--- src/rtl/dot_product_pkg.sv ---
// -----------------------------------------------------------------------------
// dot_product_pkg
// Shared definitions for the dot-product MAC:
//   - state_e      : controller states (2-bit encoding)
//   - clog2        : ceiling log2 usable in constant expressions
//   - idx_w        : element index width (at least 1 bit)
//   - prod_w       : width of a signed A times zero-extended B product
//   - acc_w        : accumulator width that can hold N_ELEM products exactly
//   - sat_max/min  : signed limits of a w-bit result, returned LIM_W wide
// -----------------------------------------------------------------------------
package dot_product_pkg;

  typedef enum logic [1:0] {
    IDLE  = 2'd0,
    RUN   = 2'd1,
    DRAIN = 2'd2,
    DONE  = 2'd3
  } state_e;

  // Width of the saturation limit helpers; OUT_W must not exceed this.
  localparam int LIM_W = 128;

  function automatic int clog2(input int n);
    int r;
    r = 0;
    while ((64'd1 << r) < 64'(n)) r++;
    return r;
  endfunction

  function automatic int idx_w(input int n_elem);
    return (clog2(n_elem) < 1) ? 1 : clog2(n_elem);
  endfunction

  // Signed A_W-bit times unsigned B_W-bit needs A_W+B_W+1 bits once B gets a sign bit.
  function automatic int prod_w(input int a_w, input int b_w);
    return a_w + b_w + 1;
  endfunction

  function automatic int acc_w(input int a_w, input int b_w, input int n_elem);
    return prod_w(a_w, b_w) + clog2(n_elem);
  endfunction

  function automatic logic signed [LIM_W-1:0] sat_max(input int w);
    return (LIM_W'(1) <<< (w - 1)) - LIM_W'(1);
  endfunction

  function automatic logic signed [LIM_W-1:0] sat_min(input int w);
    return -(LIM_W'(1) <<< (w - 1));
  endfunction

endpackage

--- src/rtl/dot_product_mac_fxp_mul_stage.sv ---
// -----------------------------------------------------------------------------
// fxp_mul_stage
// Registered signed x unsigned multiply followed by an arithmetic right shift
// (floor rounding). One cycle latency, valid travels alongside the data.
// Ports:
//   clk, rst_n      clock, asynchronous active-low reset
//   in_valid_i      operands on a_i/b_i are valid
//   a_i             signed multiplicand, A_W bits
//   b_i             unsigned multiplier, B_W bits
//   out_valid_o     prod_o is valid
//   prod_o          (a_i * b_i) >>> PROD_SHIFT, A_W+B_W+1 bits signed
// -----------------------------------------------------------------------------
module fxp_mul_stage #(
  parameter int A_W        = 19,
  parameter int B_W        = 10,
  parameter int PROD_SHIFT = 3
) (
  input  logic                       clk,
  input  logic                       rst_n,
  input  logic                       in_valid_i,
  input  logic [A_W-1:0]             a_i,
  input  logic [B_W-1:0]             b_i,
  output logic                       out_valid_o,
  output logic signed [A_W+B_W:0]    prod_o
);

  logic signed [A_W+B_W:0] full_prod;
  logic signed [A_W+B_W:0] prod_q;
  logic                    valid_q;

  // Zero-extend B so the multiply stays signed without misreading B's MSB.
  assign full_prod = $signed(a_i) * $signed({1'b0, b_i});

  always_ff @(posedge clk or negedge rst_n) begin
    if (!rst_n) begin
      prod_q  <= '0;
      valid_q <= 1'b0;
    end else begin
      valid_q <= in_valid_i;
      if (in_valid_i) prod_q <= full_prod >>> PROD_SHIFT;
    end
  end

  assign out_valid_o = valid_q;
  assign prod_o      = prod_q;

endmodule

--- src/rtl/dot_product_mac.sv ---
// -----------------------------------------------------------------------------
// dot_product_mac
// Sequential dot product: sum over i of (A_i * B_i) >>> PROD_SHIFT, one element
// pair per cycle through a single pipelined multiplier, with valid/ready
// handshakes and saturate/wrap narrowing to OUT_W.
// Ports:
//   clk          clock (rising edge)
//   GlobalReset  asynchronous active-low reset
//   in_valid     operand vectors and mode_sat presented
//   in_ready     high in IDLE only
//   A_vec        N_ELEM signed A_W-bit elements, element i at [i*A_W +: A_W]
//   B_vec        N_ELEM unsigned B_W-bit elements, element i at [i*B_W +: B_W]
//   mode_sat     1 = saturate, 0 = wrap (sampled at acceptance)
//   out_valid    result available, held until out_ready
//   out_ready    consumer accepts the result
//   out_data     signed OUT_W-bit result
//   out_ovf      full-precision sum did not fit OUT_W
// -----------------------------------------------------------------------------
module dot_product_mac
  import dot_product_pkg::*;
#(
  parameter int N_ELEM     = 10,
  parameter int A_W        = 19,
  parameter int B_W        = 10,
  parameter int OUT_W      = 26,
  parameter int PROD_SHIFT = 3
) (
  input  logic                    clk,
  input  logic                    GlobalReset,
  input  logic                    in_valid,
  output logic                    in_ready,
  input  logic [N_ELEM*A_W-1:0]   A_vec,
  input  logic [N_ELEM*B_W-1:0]   B_vec,
  input  logic                    mode_sat,
  output logic                    out_valid,
  input  logic                    out_ready,
  output logic [OUT_W-1:0]        out_data,
  output logic                    out_ovf
);

  localparam int IDX_W  = idx_w(N_ELEM);
  localparam int PROD_W = prod_w(A_W, B_W);
  localparam int ACC_W  = acc_w(A_W, B_W, N_ELEM);

  state_e                   state_q, state_d;
  logic [N_ELEM*A_W-1:0]    a_snap_q;
  logic [N_ELEM*B_W-1:0]    b_snap_q;
  logic                     mode_sat_q;
  logic [IDX_W-1:0]         idx_q;
  logic [A_W-1:0]           op_a_q;
  logic [B_W-1:0]           op_b_q;
  logic                     op_valid_q;
  logic signed [ACC_W-1:0]  acc_q;
  logic [OUT_W-1:0]         out_data_q;
  logic                     out_ovf_q;

  logic                     prod_valid;
  logic signed [PROD_W-1:0] prod;
  logic [A_W-1:0]           a_sel;
  logic [B_W-1:0]           b_sel;
  logic                     idx_last;
  logic                     accept;
  logic                     issue;
  logic                     pipe_empty;
  logic [OUT_W-1:0]         narrow_data;
  logic                     narrow_ovf;

  assign idx_last   = (idx_q == IDX_W'(N_ELEM - 1));
  assign accept     = (state_q == IDLE) && in_valid;
  assign issue      = (state_q == RUN);
  assign pipe_empty = !op_valid_q && !prod_valid;

  // Element select from the snapshot; compare-based so idx width need not
  // match the element count exactly.
  always_comb begin
    a_sel = '0;
    b_sel = '0;
    for (int i = 0; i < N_ELEM; i++) begin
      if (idx_q == IDX_W'(i)) begin
        a_sel = a_snap_q[i*A_W +: A_W];
        b_sel = b_snap_q[i*B_W +: B_W];
      end
    end
  end

  always_comb begin
    state_d = state_q;
    case (state_q)
      IDLE:    if (in_valid)   state_d = RUN;
      RUN:     if (idx_last)   state_d = DRAIN;
      DRAIN:   if (pipe_empty) state_d = DONE;
      DONE:    if (out_ready)  state_d = IDLE;
      default:                 state_d = IDLE;
    endcase
  end

  fxp_mul_stage #(
    .A_W       (A_W),
    .B_W       (B_W),
    .PROD_SHIFT(PROD_SHIFT)
  ) u_mul (
    .clk        (clk),
    .rst_n      (GlobalReset),
    .in_valid_i (op_valid_q),
    .a_i        (op_a_q),
    .b_i        (op_b_q),
    .out_valid_o(prod_valid),
    .prod_o     (prod)
  );

  // Narrowing: if OUT_W can already hold every accumulator value, just extend.
  generate
    if (OUT_W >= ACC_W) begin : g_no_narrow
      assign narrow_data = OUT_W'(acc_q);
      assign narrow_ovf  = 1'b0;
    end else begin : g_narrow
      localparam logic signed [ACC_W-1:0] ACC_MAX = ACC_W'(sat_max(OUT_W));
      localparam logic signed [ACC_W-1:0] ACC_MIN = ACC_W'(sat_min(OUT_W));
      logic hi, lo;
      assign hi         = (acc_q > ACC_MAX);
      assign lo         = (acc_q < ACC_MIN);
      assign narrow_ovf = hi || lo;
      always_comb begin
        narrow_data = acc_q[OUT_W-1:0];
        if (mode_sat_q && hi) narrow_data = ACC_MAX[OUT_W-1:0];
        if (mode_sat_q && lo) narrow_data = ACC_MIN[OUT_W-1:0];
      end
    end
  endgenerate

  always_ff @(posedge clk or negedge GlobalReset) begin
    if (!GlobalReset) begin
      state_q    <= IDLE;
      a_snap_q   <= '0;
      b_snap_q   <= '0;
      mode_sat_q <= 1'b0;
      idx_q      <= '0;
      op_a_q     <= '0;
      op_b_q     <= '0;
      op_valid_q <= 1'b0;
      acc_q      <= '0;
      out_data_q <= '0;
      out_ovf_q  <= 1'b0;
    end else begin
      state_q    <= state_d;
      op_valid_q <= issue;
      if (accept) begin
        a_snap_q   <= A_vec;
        b_snap_q   <= B_vec;
        mode_sat_q <= mode_sat;
        idx_q      <= '0;
        acc_q      <= '0;
      end
      if (issue) begin
        op_a_q <= a_sel;
        op_b_q <= b_sel;
        // Hold at the last index rather than wrapping.
        if (!idx_last) idx_q <= idx_q + IDX_W'(1);
      end
      if (prod_valid) acc_q <= acc_q + ACC_W'(prod);
      if ((state_q == DRAIN) && pipe_empty) begin
        out_data_q <= narrow_data;
        out_ovf_q  <= narrow_ovf;
      end
    end
  end

  assign in_ready  = (state_q == IDLE);
  assign out_valid = (state_q == DONE);
  assign out_data  = out_data_q;
  assign out_ovf   = out_ovf_q;

endmodule

--- config.mk ---
export PLATFORM = sky130hd
export DESIGN_NAME = dot_product_mac
export DESIGN_NICKNAME = d
export VERILOG_FILES = /design/src/rtl/dot_product_pkg.sv /design/src/rtl/dot_product_mac_fxp_mul_stage.sv /design/src/rtl/dot_product_mac.sv
export SDC_FILE = /design/constraint.sdc
export NUM_CORES = 1
export LEC_CHECK = 0
export CORE_MARGIN = 2
export CORE_UTILIZATION = 25
export DETAILED_ROUTE_END_ITERATION = 7
export SLEW_MARGIN = 20
export SYNTH_ARGS = -nofsm -noshare
export SYNTH_HDL_FRONTEND = slang
export SYNTH_SLANG_ARGS = --single-unit
--- constraint.sdc ---
create_clock -name clk -period 8.6 [get_ports clk]
set_input_delay 1.72 -clock clk [delete_from_list [all_inputs] [get_ports clk]]
set_output_delay 1.72 -clock clk [all_outputs]
set_load 0.1 [all_outputs]
==> reports/metrics.cfg, run 1 <==
[status]
status = complete, no violations

[power_and_ir_drop]
p_leak_nw = 15.83
cellPowerDensity_nw_per_um2 = 432.6
switching_share_pct = 47.56
p_seq_share_pct = 25.7
combPwrFrac_pct = 58.7
intPower_mw = 7.391
switchingPower_mw = 6.702
peakVddDrop_v = 0.0002297
p_clk_share_pct = 15.6

[floorplanning]
fp.dieArea_um2 = 107500
ioPinCount = 324
die_h_um = 327.9
start_util_pct = 25.27
core.rowCount = 118
core_area_um2 = 103800
die_width_um = 327.9

[synth]
synthDistinctLibCells = 70
avgSynthCellArea_um2 = 8.598
yosysWarnings = 0
synth_top_flop_cell = dfrtp_1
synthArstFlopShare_pct = 100.0
synth_top_family_by_area = simple AND/OR/NAND/NOR gates
synth-compound-area-share_pct = 12.69
synth_mux_area_share_pct = 0.8397
synth_edf_count = 0
yosys.area_share.simple_pct = 20.83
synth-xor-area-share_pct = 1.770
ys_seq_elements = 416
netlist_instances = 3050
synth_fa_ha_area_share_pct = 18.03
syn_area_um2 = 26230
synth_nets = 3621
seq_area_frac_synth_pct = 39.69

[placement]
dp.cells = 4616
io_buffers = 323
hpwl_um = 61530
gp_congestion = 0.8433

[cells_and_area]
ff_latch_area_um2 = 10410
multiInputGateArea_um2 = 14240
drive_above_1_share_pct = 4.596
syn_to_final_growth_pct = 24.21
fill_cells = 10869
fin_cells = 4711
final_common_cell = nand2_1
fin_nets = 3859
final_cell_mix = 1098 x nand2_1, 416 x dfrtp_1, 322 x clkdlybuf4s50_1

[sta]
drv_slew = 0
hold_viol_final = 0
clock_skew_ns = 0.05082
worstMarginPinSlew_ns = 1.043
fin_setup_tns_ns = 0
slew_headroom_pct = 30.45
fin_crit_sh_pct = 71.03
fmax_ghz = 0.1637
setup_violations = 0
min_period_ns = 6.109
rsz0062_at_grt = false

[global_route]
grt_pass1_vias = 21823
grt_overflow = 0
antenna_found_initial = 14
grt.total_usage_pct = 15.36
grt_pass1_wl_um = 129300
grt_start_max_net_pins = 178

[clock_network]
cts_tree = yes
cts_made_buffers = 50
post_cts_resize_count = 0
clk_latency_ns = 0.65
cts_root_buf = clkbuf_16
clk_transition_reported_paths_ns = 0.06
cts_hold_buffers = 0
htreeDepth = 2
clockBufferDepth = 3
clock-sinks = 416
post_cts_buffers = 0

[route]
num_vias = 21340
first_pass_iters = 5
routedWlPerCell_um = 17.61
viasPerCell = 4.530
drc = 0
ant_nets = 0
drtIter0Drc = 1520
drt-total-wl_um = 82980

[run]
drv_cap = 0

[setup_path]
cp_max_fo = 17
endpoint_kind = register
crit_type = reg -> reg
cp_slowest_cell = dfrtp_1
start_kind = register
max_stage_delay_ns = 0.70
crit_chain = nand2_1 > fa_1 > fa_1 > fa_1 > inv_1 > fa_1 > inv_1 > fa_1 > inv_1 > ha_1 > a21o_1 > a21o_1 > a21oi_1 > a2bb2oi_1 > o21ai_1 > a31oi_1 > o21ai_0 > o31a_1 > a22o_1
cp.required_ns = 9.10
cp.arrival_ns = 6.61
cp_common_cell = fa_1

[min_path]
min_path_type = reg -> reg

## cells by family (layout without fill, tap and decap cells)
kind of cell	Yosys count	in the layout
XOR/XNOR	53	53
buffers and inverters	428	707
other	0	2
AND/OR/NAND/NOR	1377	1377
multiplexers	20	20
AO/OA/AOI/OAI	480	480
adder cells (fa/ha/maj)	276	276
flip-flops	416	416
## flip-flops by register name (all words and copies together) (netlist names)
register	flops
u_mul.prod_o	27
op_valid_q	1
acc_q	34
u_mul.out_valid_o	1
idx_q	4
out_data	26
a_snap_q	190
op_a_q	19
state_q	2
b_snap_q	100
mode_sat_q	1
out_ovf	1
op_b_q	10
## layout make-up
| class | instances | area share (%) |
|---|---|---|
| multi-input combinational | 2206 | 43.71 |
| clock buffer | 70 | 4.348 |
| inverter | 263 | 3.031 |
| sequential | 416 | 31.96 |
| timing repair buffer | 351 | 10.71 |
| tap | 1380 | 5.301 |
| clock inverter | 23 | 0.9257 |
| antenna | 2 | 0.01536 |
## path summary, 6_finish.rpt
path	startpoint	cells past startpoint	slack (ns)	to
min	a_snap_q[149]	2	0.47	a_snap_q[149]
min in group asynchronous	GlobalReset	1	1.11	acc_q[5]
min reg2reg	a_snap_q[149]	2	0.47	a_snap_q[149]
max in group asynchronous	GlobalReset	2	6.14	a_snap_q[55]
max reg2reg	op_b_q[2]	19	2.49	u_mul.prod_o[25]
max	op_b_q[2]	19	2.49	u_mul.prod_o[25]
## power groups by stage
stage               registers [mW]  clock network [mW]  logic (mW)
floorplan                     3.67                   0        5.93
global placement              3.63                   0        8.20
detailed placement            3.65                   0        8.30
CTS                           3.62                2.27        8.35
global route                  3.75                2.35        9.34
finish                        3.62                2.20        8.27
## worst max-delay path: cells and delay by family, from the launching register on
kind            cells  cell delay [ns]
flops               1             0.70
simple gates        1             0.16
compound gates      9             2.01
buf+inv             3             0.17
fa+ha+maj           6             2.98
## metal layers
layer | vias up | GRT usage (%) | part of all wire (%)
met4 | 26 | 5.425 | 3.7
met5 | - | 0 | 0.19
met2 | 612 | 23.41 | 43
met3 | 147 | 3.599 | 6.5
met1 | 10190 | 21.22 | 46
li1 | 10365 | - | -
## cell usage after synthesis (5+ instances only)
| library cell | instances | share of area (%) |
|---|---|---|
| nand2_1 | 1102 | 16 |
| dfrtp_1 | 416 | 40 |
| inv_1 | 262 | 3.7 |
| fa_1 | 170 | 13 |
| clkbuf_1 | 151 | 2.2 |
| nor2_1 | 142 | 2.0 |
| ha_1 | 106 | 5.1 |
| o21ai_0 | 100 | 1.9 |
| o211ai_1 | 64 | 1.8 |
| a21oi_1 | 57 | 1.1 |
| nand3_1 | 46 | 0.88 |
| xnor2_1 | 34 | 1.1 |
| a21o_1 | 33 | 0.94 |
| a211oi_1 | 31 | 0.89 |
| a221o_1 | 31 | 1.2 |
| o22ai_1 | 30 | 0.72 |
| a22oi_1 | 29 | 0.83 |
| a31oi_1 | 29 | 0.69 |
| and2_1 | 28 | 0.67 |
| xor2_1 | 19 | 0.63 |
| mux2_2 | 16 | 0.69 |
| a22o_1 | 14 | 0.47 |
| buf_1 | 11 | 0.16 |
| nor3_1 | 9 | 0.17 |
| o21a_1 | 9 | 0.26 |
| and3_1 | 8 | 0.19 |
| nand2b_1 | 7 | 0.17 |
| nand4_1 | 7 | 0.17 |
| nor2b_1 | 7 | 0.17 |
| o21bai_1 | 7 | 0.20 |
| a211o_1 | 5 | 0.17 |
| a221oi_1 | 5 | 0.17 |
## through the flow
step	total power, mW	util, %	hold slack [ns]	worst slack (ns)	instance area [µm²]
CTS	14.24	31.38	0.4732	2.452	32570
detailed placement	11.96	29.72	0.4588	2.460	30850
global route	15.44	31.38	0.4854	2.075	32570
floorplan	9.601	-	0.3519	2.862	26230
global placement	11.83	29.72	0.4540	2.527	30850
finish	14.09	31.38	0.4695	2.491	32570
Note: power is estimated with default switching activity, not from simulation.
==> inputs of run 2 (changes only) <==
Clock period 8.6 ns to 5.2 ns, I/O delays scaled along.
==> reports/metrics.cfg, run 2 (same netlist as run 1, synthesis figures left out) <==
[setup_path]
rrSetupSlack_ns = -0.06  ; -2.55 ns
cp_max_fo = 8  ; -9
worst_r2r_path_depth = 20  ; +1
reg2reg_to = u_mul.prod_o[26]
endpoint_kind = register
start_kind = register
cp.required_ns = 5.68  ; -3.42 ns
reg2reg_from = op_b_q[5]
crit_type = reg -> reg
cp.arrival_ns = 5.74  ; -0.87 ns

[sta]
fmax_ghz = 0.1902  ; +16%
fin_setup_tns_ns = -0.1934  ; -0.1934 ns
fin_crit_sh_pct = 101.1  ; +30 points
slew_headroom_pct = 30.65  ; +0.20 points
worstMarginPinSlew_ns = 1.040  ; -0.002987 ns
min_period_ns = 5.257  ; -0.8512 ns
setup_violations = 6  ; +6
clock_skew_ns = 0.06019  ; +0.009367 ns
hold_viol_final = 0  ; unchanged
post-route-worst-setup-slack_ns = -0.05742  ; -2.549 ns
rsz0062_at_grt = true
drv_slew = 0  ; unchanged

[status]
status = complete, but fails checks
violations = setup timing

[cells_and_area]
largest_reg_flops = 190  ; unchanged
multiInputGateArea_um2 = 14650  ; +2.9%
top_regs = a_snap_q (190), b_snap_q (100), acc_q (34)
final_common_cell = nand2_1
fin_cells = 4849  ; +2.9%
drive_above_1_share_pct = 10.99  ; +6.4 points
fin_nets = 4002  ; +3.7%
syn_to_final_growth_pct = 30.60
fill_cells = 10752  ; -1.1%
final_cell_mix = 1088 x nand2_1, 404 x dfrtp_1, 322 x clkdlybuf4s50_1
top_register = a_snap_q
final_util_pct = 33.00  ; +1.6 points
ff_latch_area_um2 = 10430  ; +0.14%

[min_path]
min_path_type = in -> async

[clock_network]
cts_hold_buffers = 0  ; unchanged
clk_latency_ns = 0.64  ; about the same
htreeDepth = 2  ; unchanged
cts_tree = yes
cts_root_buf = clkbuf_16
clock-sinks = 416  ; unchanged
clockBufferDepth = 3  ; unchanged
clk_transition_reported_paths_ns = 0.07  ; about the same
cts_made_buffers = 48  ; -4.0%

[placement]
io_buffers = 323  ; unchanged
gp_congestion = 0.8557  ; +1.5%
hpwl_um = 63760  ; +3.6%
pre_cts_ws_ns = -0.3343  ; -2.794 ns
dp.cells = 4744  ; +2.8%

[floorplanning]
fp.dieArea_um2 = 107500  ; unchanged
core_area_um2 = 103800  ; unchanged
die_width_um = 327.9  ; unchanged
ioPinCount = 324  ; unchanged
core.rowCount = 118  ; unchanged
start_util_pct = 25.27  ; unchanged
die_h_um = 327.9  ; unchanged

[route]
viasPerCell = 4.520  ; -0.21%
routedWlPerCell_um = 17.46  ; -0.86%
first_pass_iters = 5  ; unchanged
drtIter0Drc = 1300  ; -14%
ant_nets = 0  ; unchanged
drt-total-wl_um = 84680  ; +2.0%
drc = 0  ; unchanged
num_vias = 21919  ; +2.7%

[global_route]
grt_pass1_wl_um = 132300  ; +2.3%
grt_start_max_net_pins = 152  ; -15%
antenna_found_initial = 14  ; unchanged
grt_pass1_vias = 22567  ; +3.4%
grt.total_usage_pct = 15.62  ; +0.26 points
grt_overflow = 0  ; unchanged

[power_and_ir_drop]
p_leak_nw = 16.61  ; +4.9%
switchingPower_mw = 12.19  ; +82%
switching_share_pct = 46.42  ; -1.1 points
peakVddDrop_v = 0.0006005  ; +160%
cellPowerDensity_nw_per_um2 = 766.8  ; +77%
combPwrFrac_pct = 64.1  ; +5.4 points
p_clk_share_pct = 13.6  ; -2.0 points
intPower_mw = 14.07  ; +90%
p_seq_share_pct = 22.3  ; -3.4 points

[run]
drv_cap = 0  ; unchanged

==> run 2: cell count changes in the layout (fill, tap and decap cells not counted), moves of 11 or more <==
cell     delta
buf_12     +14
ha_1       -11
dfrtp_1    -12
buf_4     +124
dfrtp_2    +12
==> run 2: what timing repair did <==
| item | 4_1_cts | 5_1_grt |
|---|---|---|
| pin swaps | 33 | 20 |
| gates resized for setup | 64 | 45 |
| hold endpoints to repair | 0 | 0 |
| buffers inserted | 14 | 3 |
| endpoints found under the setup margin | 14 | 15 |
==> run 2: worst max-delay path, stage by stage (launching register included) <==
cell       delay (ns)
dfrtp_2          0.40
buf_12           0.12
buf_8            0.12
nand2_1          0.08
fa_1             0.54
inv_1            0.06
fa_1             0.55
fa_2             0.44
fa_1             0.49
inv_1            0.05
fa_1             0.47
inv_1            0.04
ha_1             0.19
a21o_1           0.20
a21o_1           0.19
a21o_4           0.22
a2111oi_4        0.41
a211oi_4         0.10
a211o_1          0.29
nand4_1          0.09
o211ai_1         0.09
==> run 2: metrics by stage <==
step                      instance area, µm²  power (mW)  hold slack [ns]
after floorplan                        26390       16.23           0.3519
after global placement                 32010       21.34           0.4545
after detailed placement               32010       21.56           0.4621
after CTS                              34050       25.90           0.4035
after global routing                   34250       28.65           0.4355
final                                  34250       26.26           0.3990
==> run 2: worst max path at each step <==
| stage | from | endpoint | depth (start not counted) |
|---|---|---|---|
| 2_1_floorplan | op_b_q[6] | u_mul.prod_o[23] | 22 |
| 3_3_place_gp | op_b_q[5] | u_mul.prod_o[24] | 19 |
| 3_5_place_dp | op_b_q[5] | u_mul.prod_o[24] | 19 |
| 4_1_cts | op_a_q[7] | u_mul.prod_o[19] | 20 |
| 5_1_grt | op_b_q[5] | u_mul.prod_o[26] | 21 |
| 6_report | op_b_q[5] | u_mul.prod_o[26] | 20 |
==> run 2: power by group through the flow <==
| stage | clock network, mW | registers (mW) | logic, mW |
|---|---|---|---|
| after detailed placement | 0 | 5.90 | 15.7 |
| after global placement | 0 | 5.87 | 15.5 |
| final | 3.57 | 5.85 | 16.8 |
| after CTS | 3.66 | 5.86 | 16.4 |
| after floorplan | 0 | 6.08 | 10.2 |
| after global routing | 3.79 | 6.05 | 18.8 |
==> run 2: area by class of cell <==
cell class                 instances  area share, %
sequential                       416          30.44
timing repair buffer             496          13.97
clock buffer                      70          4.187
clock inverter                    17         0.6978
antenna                            1       0.007306
inverter                         263          2.890
tap                             1380          5.041
multi-input combinational       2206          42.77
==> run 2: layer usage <==
metal / vias to the layer above / track usage [%] / wire (µm)
met5: - / 0 / 122
met4: 18 / 3.769 / 2019
met3: 124 / 2.687 / 4731
met2: 594 / 25.06 / 38360
met1: 10550 / 21.83 / 39440
li1: 10633 / - / -
==> inputs of run 3 (changes only) <==
Settings changed: PLACE_DENSITY_LB_ADDON set to 0.15.
==> reports/metrics.cfg, run 3 (same netlist as run 1, synthesis figures left out) <==
[route]
ant_nets = 0  ; unchanged
drt-total-wl_um = 89240  ; +5.4%
first_pass_iters = 4  ; -1
drc = 0  ; unchanged
drtIter0Drc = 1201  ; -7.6%
viasPerCell = 4.439  ; -1.8%
num_vias = 21676  ; -1.1%
routedWlPerCell_um = 18.28  ; +4.7%

[floorplanning]
core.rowCount = 118  ; unchanged
core_area_um2 = 103800  ; unchanged
ioPinCount = 324  ; unchanged
die_h_um = 327.9  ; unchanged
die_width_um = 327.9  ; unchanged
start_util_pct = 25.27  ; unchanged
fp.dieArea_um2 = 107500  ; unchanged

[cells_and_area]
top_regs = a_snap_q (190), b_snap_q (100), acc_q (34)
largest_reg_flops = 190  ; unchanged
final_common_cell = nand2_1
ff_latch_area_um2 = 10420  ; about the same
drive_above_1_share_pct = 11.80  ; +0.81 points
top_register = a_snap_q
fill_cells = 10994  ; +2.3%
syn_to_final_growth_pct = 32.26
fin_nets = 4028  ; +0.65%
multiInputGateArea_um2 = 14660  ; about the same
fin_cells = 4883  ; +0.70%
final_cell_mix = 1089 x nand2_1, 406 x dfrtp_1, 322 x clkdlybuf4s50_1

[placement]
hpwl_um = 68520  ; +7.5%
gp_congestion = 0.8398  ; -1.9%
dp.cells = 4756  ; +0.25%
io_buffers = 323  ; unchanged

[clock_network]
cts_root_buf = clkbuf_16
htreeDepth = 2  ; unchanged
clk_transition_reported_paths_ns = 0.06  ; about the same
clock-sinks = 416  ; unchanged
cts_made_buffers = 52  ; +8.3%
clk_latency_ns = 0.63  ; about the same
clockBufferDepth = 3  ; unchanged
cts_hold_buffers = 0  ; unchanged
cts_tree = yes

[status]
status = complete, but fails checks
violations = setup timing

[setup_path]
start_kind = register
crit_type = reg -> reg
cp_max_fo = 17  ; +9
endpoint_kind = register
rrSetupSlack_ns = -0.08  ; -0.02 ns
cp.required_ns = 5.70  ; +0.02 ns
cp.arrival_ns = 5.78  ; +0.04 ns

[power_and_ir_drop]
peakVddDrop_v = 0.0005813  ; -3.2%
p_leak_nw = 16.80  ; +1.2%
cellPowerDensity_nw_per_um2 = 768.0  ; +0.16%

[sta]
fin_crit_sh_pct = 101.5  ; +0.42 points
min_period_ns = 5.279  ; +0.02196 ns
rsz0062_at_grt = true
drv_slew = 0  ; unchanged
fin_setup_tns_ns = -0.1114  ; +0.08202 ns
worstMarginPinSlew_ns = 1.054  ; +0.01381 ns
post-route-worst-setup-slack_ns = -0.07938  ; -0.02196 ns
hold_viol_final = 0  ; unchanged
fmax_ghz = 0.1894  ; -0.42%
clock_skew_ns = 0.03669  ; -0.02349 ns
slew_headroom_pct = 29.73  ; -0.92 points
setup_violations = 3  ; -3

[global_route]
antenna_found_initial = 21  ; +7
grt_pass1_wl_um = 139300  ; +5.3%
grt.total_usage_pct = 16.64  ; +1.0 points
grt_start_max_net_pins = 151  ; -0.66%
grt_pass1_vias = 23015  ; +2.0%
grt_overflow = 0  ; unchanged

[min_path]
min_path_type = in -> async

[run]
drv_cap = 0  ; unchanged

run 3: cell count changes in the layout (fill, tap and decap cells not counted), moves of 4 or more:
cell,delta
buf_4,+19
inv_1,-7
clkbuf_16,+6
clkbuf_1,+5
inv_2,+5
nor2_1,-5
buf_12,+4
fa_1,+4
fa_2,-4
run 3: area by class of cell:
cell class	count	share of cell area, %
multi-input combinational	2206	42.27
antenna	3	0.02164
inverter	263	2.871
sequential	416	30.05
clock inverter	14	0.7178
tap	1380	4.978
timing repair buffer	518	14.43
clock buffer	83	4.668
run 3: timing repair:
action,in CTS,in global routing
gates cloned,0,1
resized for setup,55,58
pin swaps,31,27
endpoints found under the setup margin,14,16
buffers inserted,15,11
run 3: final timing paths:
path,start,to,cells after the start
setup / recovery,op_b_q[3],u_mul.prod_o[23],20
hold / removal,GlobalReset,acc_q[14],1
setup reg to reg,op_b_q[3],u_mul.prod_o[23],20
hold reg to reg,a_snap_q[173],a_snap_q[173],2
max in group asynchronous,GlobalReset,a_snap_q[44],2
min in group clk,a_snap_q[173],a_snap_q[173],2
run 3: layer usage:
layer | track usage [%] | vias up | share of wire [%]
li1 | - | 10710 | -
met1 | 21.96 | 10443 | 45
met2 | 28.13 | 391 | 48
met3 | 3.285 | 104 | 4.9
met4 | 3.580 | 28 | 1.8
met5 | 0 | - | 0.18
run 3: worst max-delay path, cell delays in order (launching register included):
cell and delay (ns):
dfrtp_1 0.39, buf_12 0.16, buf_4 0.14, nand2_1 0.08, inv_1 0.05, fa_1 0.46
fa_1 0.51, fa_1 0.54, fa_1 0.49, inv_1 0.05, fa_1 0.48, inv_1 0.04
ha_1 0.30, a21o_1 0.17, a21o_1 0.18, a21oi_1 0.21, nand2_2 0.09, a31oi_4 0.19
nor2_1 0.07, a2111o_1 0.39, a22o_1 0.18
run 3: power by group:
| part | internal [mW] | switching [mW] | total (mW) |
|---|---|---|---|
| Clock | 2.38 | 1.52 | 3.90 |
| Combinational | 7.25 | 9.69 | 16.9 |
| Sequential | 4.77 | 1.04 | 5.81 |
run 3: through the flow:
stage / area, µm² / worst slack [ns] / total power, mW / util [%] / hold WS, ns
final: 34690 / -0.07938 / 26.64 / 33.42 / 0.4408
after global routing: 34680 / -0.2589 / 29.17 / 33.42 / 0.4875
after CTS: 34350 / -0.04452 / 26.65 / 33.09 / 0.4595
after detailed placement: 32190 / -0.3321 / 22.02 / 31.01 / 0.4577
after global placement: 32190 / -0.3104 / 22.02 / 31.01 / 0.4541
after floorplan: 26390 / 0.001753 / 16.23 / - / 0.3519
